## src/rtl/rf_arb_pkg.sv

```systemverilog
// Shared widths, defaults and queue entry type for the register-file write arbiter.
package rf_arb_pkg;

  localparam int unsigned REG_W          = 5;
  localparam int unsigned DATA_W         = 32;
  localparam int unsigned NREG           = 32;
  localparam int unsigned DEPTH_DEF      = 2;
  localparam int unsigned STARVE_MAX_DEF = 3;
  localparam int unsigned CONF_W         = 16;

  typedef struct packed {
    logic [REG_W-1:0]  wn;
    logic [DATA_W-1:0] d;
  } wq_entry_t;

endpackage

```

## src/rtl/rf_wq_fifo.sv

```systemverilog
// DEPTH-entry queue of long-latency results; DEPTH must be a power of two.
module rf_wq_fifo
  import rf_arb_pkg::*;
#(
  parameter int unsigned DEPTH = DEPTH_DEF
) (
  input  logic      clk,
  input  logic      clrn,
  input  logic      push,
  input  logic      pop,
  input  wq_entry_t din,
  output wq_entry_t head_c,
  output logic      full_c,
  output logic      empty_c
);

  localparam int unsigned PTR_W = $clog2(DEPTH);

  // Pointers carry one extra wrap bit to tell full from empty.
  logic [PTR_W:0] wr_ptr;
  logic [PTR_W:0] rd_ptr;
  wq_entry_t      mem [DEPTH];
  logic           do_push_c;
  logic           do_pop_c;

  assign empty_c   = (wr_ptr == rd_ptr);
  assign full_c    = (wr_ptr[PTR_W] != rd_ptr[PTR_W]) &&
                     (wr_ptr[PTR_W-1:0] == rd_ptr[PTR_W-1:0]);
  assign do_push_c = push & ~full_c;
  assign do_pop_c  = pop & ~empty_c;
  assign head_c    = mem[rd_ptr[PTR_W-1:0]];

  always_ff @(posedge clk or negedge clrn) begin
    if (!clrn) begin
      wr_ptr <= '0;
      rd_ptr <= '0;
    end else begin
      if (do_push_c) wr_ptr <= wr_ptr + (PTR_W+1)'(1);
      if (do_pop_c)  rd_ptr <= rd_ptr + (PTR_W+1)'(1);
    end
  end

  always_ff @(posedge clk) begin
    if (do_push_c) mem[wr_ptr[PTR_W-1:0]] <= din;
  end

endmodule

```

## src/rtl/rf_write_arbiter.sv

```systemverilog
// Shares the register-file write port between pipeline writeback and a long-latency queue.
// Optional conflict statistics output enabled by RF_ARB_STATS_EN.
module rf_write_arbiter
  import rf_arb_pkg::*;
#(
  parameter int unsigned DEPTH      = DEPTH_DEF,
  parameter int unsigned STARVE_MAX = STARVE_MAX_DEF
) (
  input  logic              clk,
  input  logic              clrn,
  input  logic              wb_we,
  input  logic [REG_W-1:0]  wb_wn,
  input  logic [DATA_W-1:0] wb_d,
  input  logic              lu_valid,
  input  logic [REG_W-1:0]  lu_wn,
  input  logic [DATA_W-1:0] lu_d,
  output logic              lu_ready,
  input  logic              iss_valid,
  input  logic [REG_W-1:0]  iss_wn,
  input  logic [REG_W-1:0]  chk_rna,
  input  logic [REG_W-1:0]  chk_rnb,
  input  logic [REG_W-1:0]  chk_wn,
  output logic              stall,
  output logic              wb_hold,
  output logic              rf_we,
  output logic [REG_W-1:0]  rf_wn,
  output logic [DATA_W-1:0] rf_d,
`ifdef RF_ARB_STATS_EN
  output logic [CONF_W-1:0] conflicts,
`endif
  output logic              err
);

  localparam int unsigned STARVE_W = $clog2(STARVE_MAX + 1);

  logic                wb_req_c;
  logic                push_c;
  logic                grant_q_c;
  logic                grant_wb_c;
  logic                q_full_c;
  logic                q_empty_c;
  wq_entry_t           q_head_c;
  wq_entry_t           lu_ent_c;
  logic [STARVE_W-1:0] starve_cnt;
  logic [NREG-1:0]     pending;
  logic [NREG-1:0]     set_c;
  logic [NREG-1:0]     clr_c;

  // Writes to r0 are treated as absent on both sources.
  assign wb_req_c   = wb_we & (wb_wn != '0);
  assign push_c     = lu_valid & ~q_full_c & (lu_wn != '0);
  assign lu_ready   = ~q_full_c;
  assign lu_ent_c   = '{wn: lu_wn, d: lu_d};
  assign grant_q_c  = ~q_empty_c & (wb_hold | ~wb_req_c);
  assign grant_wb_c = wb_req_c & ~grant_q_c;

  rf_wq_fifo #(.DEPTH(DEPTH)) u_fifo (
    .clk     (clk),
    .clrn    (clrn),
    .push    (push_c),
    .pop     (grant_q_c),
    .din     (lu_ent_c),
    .head_c  (q_head_c),
    .full_c  (q_full_c),
    .empty_c (q_empty_c)
  );

  // Register-file write port; wn/d hold their last value while idle.
  always_ff @(posedge clk or negedge clrn) begin
    if (!clrn) begin
      rf_we <= 1'b0;
      rf_wn <= '0;
      rf_d  <= '0;
    end else begin
      rf_we <= grant_q_c | grant_wb_c;
      if (grant_q_c) begin
        rf_wn <= q_head_c.wn;
        rf_d  <= q_head_c.d;
      end else if (grant_wb_c) begin
        rf_wn <= wb_wn;
        rf_d  <= wb_d;
      end
    end
  end

  // A non-empty queue that is not granted has lost to writeback this cycle.
  always_ff @(posedge clk or negedge clrn) begin
    if (!clrn) begin
      starve_cnt <= '0;
      wb_hold    <= 1'b0;
    end else if (q_empty_c || grant_q_c) begin
      starve_cnt <= '0;
      wb_hold    <= 1'b0;
    end else if (starve_cnt == STARVE_W'(STARVE_MAX)) begin
      wb_hold    <= 1'b1;
    end else begin
      starve_cnt <= starve_cnt + STARVE_W'(1);
    end
  end

  // Scoreboard set/clear masks; a same-cycle set overrides the clear.
  always_comb begin
    set_c = '0;
    clr_c = '0;
    if (iss_valid) set_c[iss_wn] = 1'b1;
    if (grant_q_c) clr_c[q_head_c.wn] = 1'b1;
  end

  always_ff @(posedge clk or negedge clrn) begin
    if (!clrn) begin
      pending <= '0;
    end else begin
      pending <= ((pending & ~clr_c) | set_c) & {{(NREG-1){1'b1}}, 1'b0};
    end
  end

  assign stall = pending[chk_rna] | pending[chk_rnb] | pending[chk_wn];

  always_ff @(posedge clk or negedge clrn) begin
    if (!clrn) begin
      err <= 1'b0;
    end else if (wb_we && wb_hold) begin
      err <= 1'b1;
    end
  end

`ifdef RF_ARB_STATS_EN
  // Saturating count of cycles where both sources contend.
  always_ff @(posedge clk or negedge clrn) begin
    if (!clrn) begin
      conflicts <= '0;
    end else if (wb_req_c && !q_empty_c && (conflicts != '1)) begin
      conflicts <= conflicts + CONF_W'(1);
    end
  end
`endif

endmodule

```

## config.mk

```make
export PLATFORM = sky130hd
export DESIGN_NAME = rf_write_arbiter
export DESIGN_NICKNAME = d
export VERILOG_FILES = /design/src/rtl/rf_arb_pkg.sv /design/src/rtl/rf_wq_fifo.sv /design/src/rtl/rf_write_arbiter.sv
export SDC_FILE = /design/constraint.sdc
export NUM_CORES = 1
export LEC_CHECK = 0
export BUFFER_PORTS_ARGS = -buffer_cell sky130_fd_sc_hd__buf_2
export CAP_MARGIN = 30
export CORE_AREA = 2 2 146 148
export CTS_CLUSTER_SIZE = 28
export DETAILED_ROUTE_END_ITERATION = 8
export DIE_AREA = 0 0 148 150
export MAX_ROUTING_LAYER = met4
export SYNTH_ARGS = -nofsm -noshare
export SYNTH_HDL_FRONTEND = slang
export SYNTH_SLANG_ARGS = --single-unit
```

## constraint.sdc

```tcl
create_clock -name clk -period 2.7 [get_ports clk]
set_input_delay 0.135 -clock clk [delete_from_list [all_inputs] [get_ports clk]]
set_output_delay 0.135 -clock clk [all_outputs]
set_load 0.05 [all_outputs]
```

==> results.cfg <==
[drt]
firstDrtPassIters = 4
wirelength_um = 18100
vias = 5338
drc_errors = 0
routed_via_density = 5.08
dr.first_iter.drc_count = 314
final_antenna_net_count = 0
routedWlPerCell_um = 17.2

[sta]
max_freq_mhz = 414
hold_violations = 0
rsz0062_at_grt = no
finalCritPeriodShare_pct = 89.4
finalWorstSetupSlack_ns = 0.286
fin_skew_ns = 0.00798
tightest_slew_ns = 0.676
setup_viol = 0
maxSlewViolCount = 0
period_minus_slack_ns = 2.41
relSlewSlack_pct = 54.9

[synth]
synth_largest_area_cell = edfxtp_1
synth_area_um2 = 7060
synth-main-ff-cell = dfrtp_1
synth_fp_nets = 683
syn_avg_cell_area_um2 = 12.1
yosys-top-cells-count = 77 x dfrtp_1, 74 x edfxtp_1, 52 x nor2_1, 49 x nand2_1, 42 x nor2b_1
synthTopCellsByArea = edfxtp_1 31%, dfrtp_1 27%, mux4_2 4.1%
synth_top_area_share_pct = 31.5
yosysUniqueCellTypes = 53
synth-seq-area-share_pct = 58.8
synth.most_common_cell = dfrtp_1
ys_warn_count = 0
synth_edf_count = 74
ys_seq_elements = 151
synthArstFlopShare_pct = 51.0
postSynthCellCount = 583

[power]
p_clk_share_pct = 22.4
p_leak_nw = 3.57
pwr-share-seq_pct = 35.5
powerDensity_nw_per_um2 = 1240
intPower_mw = 6.63
peakVddDrop_uv = 727
switchingPower_mw = 4.67
sw_frac_of_total_pct = 41.3
pwr-share-comb_pct = 42.1

[global_routing]
grt_max_degree = 67
grt_use_total_pct = 17.3
grt_pass1_vias = 5407
grt-ovfl-total = 0
grt_pass1_wl_um = 28700
antenna_found_initial = 2

[clocking]
cts_tree = done
cts_buffers = 17
cts_root_buf = clkbuf_16
clockBufferDepth = 2
clkTransAtPathRegs_ns = 0.06
htreeDepth = 4
postCtsSetupRepairBufs = 0
clk_latency_ns = 0.42
cts.sinks = 151

[setup_path]
cp_max_fo = 4
worstSetupPathType = reg -> out
critPathRequiredTime_ns = 2.57
crit_path_end_kind = primary output
worstSetupStartpointType = flip-flop
critPathArrivalTime_ns = 2.28

[cells_and_area]
nets = 861
syn2layout_area_growth_pct = 29.5
stdcell_area_um2 = 9140
drive_above_1_share_pct = 27.8

[worst_hold_path]
hold_path.class = in -> reg

[floorplan]
core_area_um2 = 20700
die_area_um2 = 22200
initial_core_util_pct = 34.1
io_pins = 141
num_rows = 53
fp.dieH_um = 150
die_w_um = 148

[place]
place_congestion = 0.856
port_buffers = 140
dpl.hpwl_um = 12800
place_area_um2 = 8070
post-place-ws_ns = 0.548

[job]
maxCapViolations = 0

[outcome]
status = finished clean
## flip-flops by register name, summed over array words and instances, names as in the netlist
name / flops
err: 1
rf_we: 1
u_fifo.mem: 74
rf_wn: 5
starve_cnt: 2
u_fifo.rd_ptr: 2
rf_d: 32
wb_hold: 1
pending: 31
u_fifo.wr_ptr: 2
## worst max-delay path, cell delays in order (launching register included)
cell and delay (ns):
dfrtp_1 0.43, nor2b_1 0.15, a2111oi_0 0.53, nor3b_1 0.11, a311oi_1 0.31, nand4_1 0.11, buf_2 0.23
## logic make-up after synthesis
| logic type | synth area share, % |
|---|---|
| and+or+nand+nor | 14.8 |
| DFF | 58.8 |
| AOI/OAI and AO/OA | 14.4 |
| buffers and inverters | 3.05 |
| muxes | 7.91 |
| xor gates and xnor gates | 0.869 |
| adders and majority gates | 0.177 |
## cells in the final DEF (no fill, tap or decap), drive strengths merged, types with 18 or more instances in the layout
cell type    count
edfxtp          74
a211oi          32
buf            151
nor2b           42
nand3           32
nand2           50
dfrtp           77
o31ai           35
dlygate4sd3     43
nor2            52
clkbuf          18
## per-layer routing
metal  GRT usage [%]  vias up  share of wire (%)
li1                -     2567                  -
met1            21.4     2583                 44
met2            28.0      162                 48
met3            4.24       26                5.5
met4            5.67        0                2.0
met5               -        -                  0
## timing repair
item,4_1_cts,5_1_grt
gates resized for setup,0,0
hold buffers,43,0
setup endpoints to repair,0,0
hold endpoints to repair,110,0
## area by class of cell
cell class | instances | area, um2
clock buffers | 18 | 429
fillers | 1959 | 11500
multi-input cells | 387 | 2720
well taps | 275 | 344
clock inverters | 14 | 206
repair buffers | 194 | 1250
flip-flops and latches | 151 | 4150
diodes | 2 | 5.00
inverters | 10 | 37.5
## through the flow
stage / cells / hold WS, ns / setup TNS, ns / util [%] / total power, mW
2_1_floorplan: 583 / -0.161 / -3.91 / - / 7.43
4_1_cts: 1049 / 0.00656 / 0 / 44.2 / 11.4
5_1_grt: 1051 / 0.0294 / 0 / 44.2 / 12.0
3_5_place_dp: 974 / 0.114 / 0 / 39.0 / 8.80
3_3_place_gp: 974 / 0.108 / 0 / 39.0 / 8.72
6_report: 1051 / 0.0131 / 0 / 44.2 / 11.3
## final timing paths
kind / slack (ns) / depth (start not counted) / endpoint / from
worst min-delay path: 0.01 / 3 / rf_d[16] / wb_d[16]
worst max register to register: 0.49 / 5 / pending[26] / u_fifo.rd_ptr[0]
worst min register to register: 0.46 / 1 / err / err
max in group asynchronous: 1.80 / 3 / pending[6] / clrn
min in group asynchronous: 0.21 / 2 / rf_d[23] / clrn
worst max-delay path: 0.29 / 6 / stall / pending[16]
## power groups by stage
stage                     sequential [mW]  combinational, mW  clock, mW
final                                4.01               4.75       2.53
after global routing                 4.12               5.18       2.68
after CTS                            4.01               4.82       2.57
after detailed placement             4.03               4.77          0
after global placement               4.02               4.69          0
after floorplan                      4.88               2.55          0
Note: power is estimated with default switching activity, not from simulation.
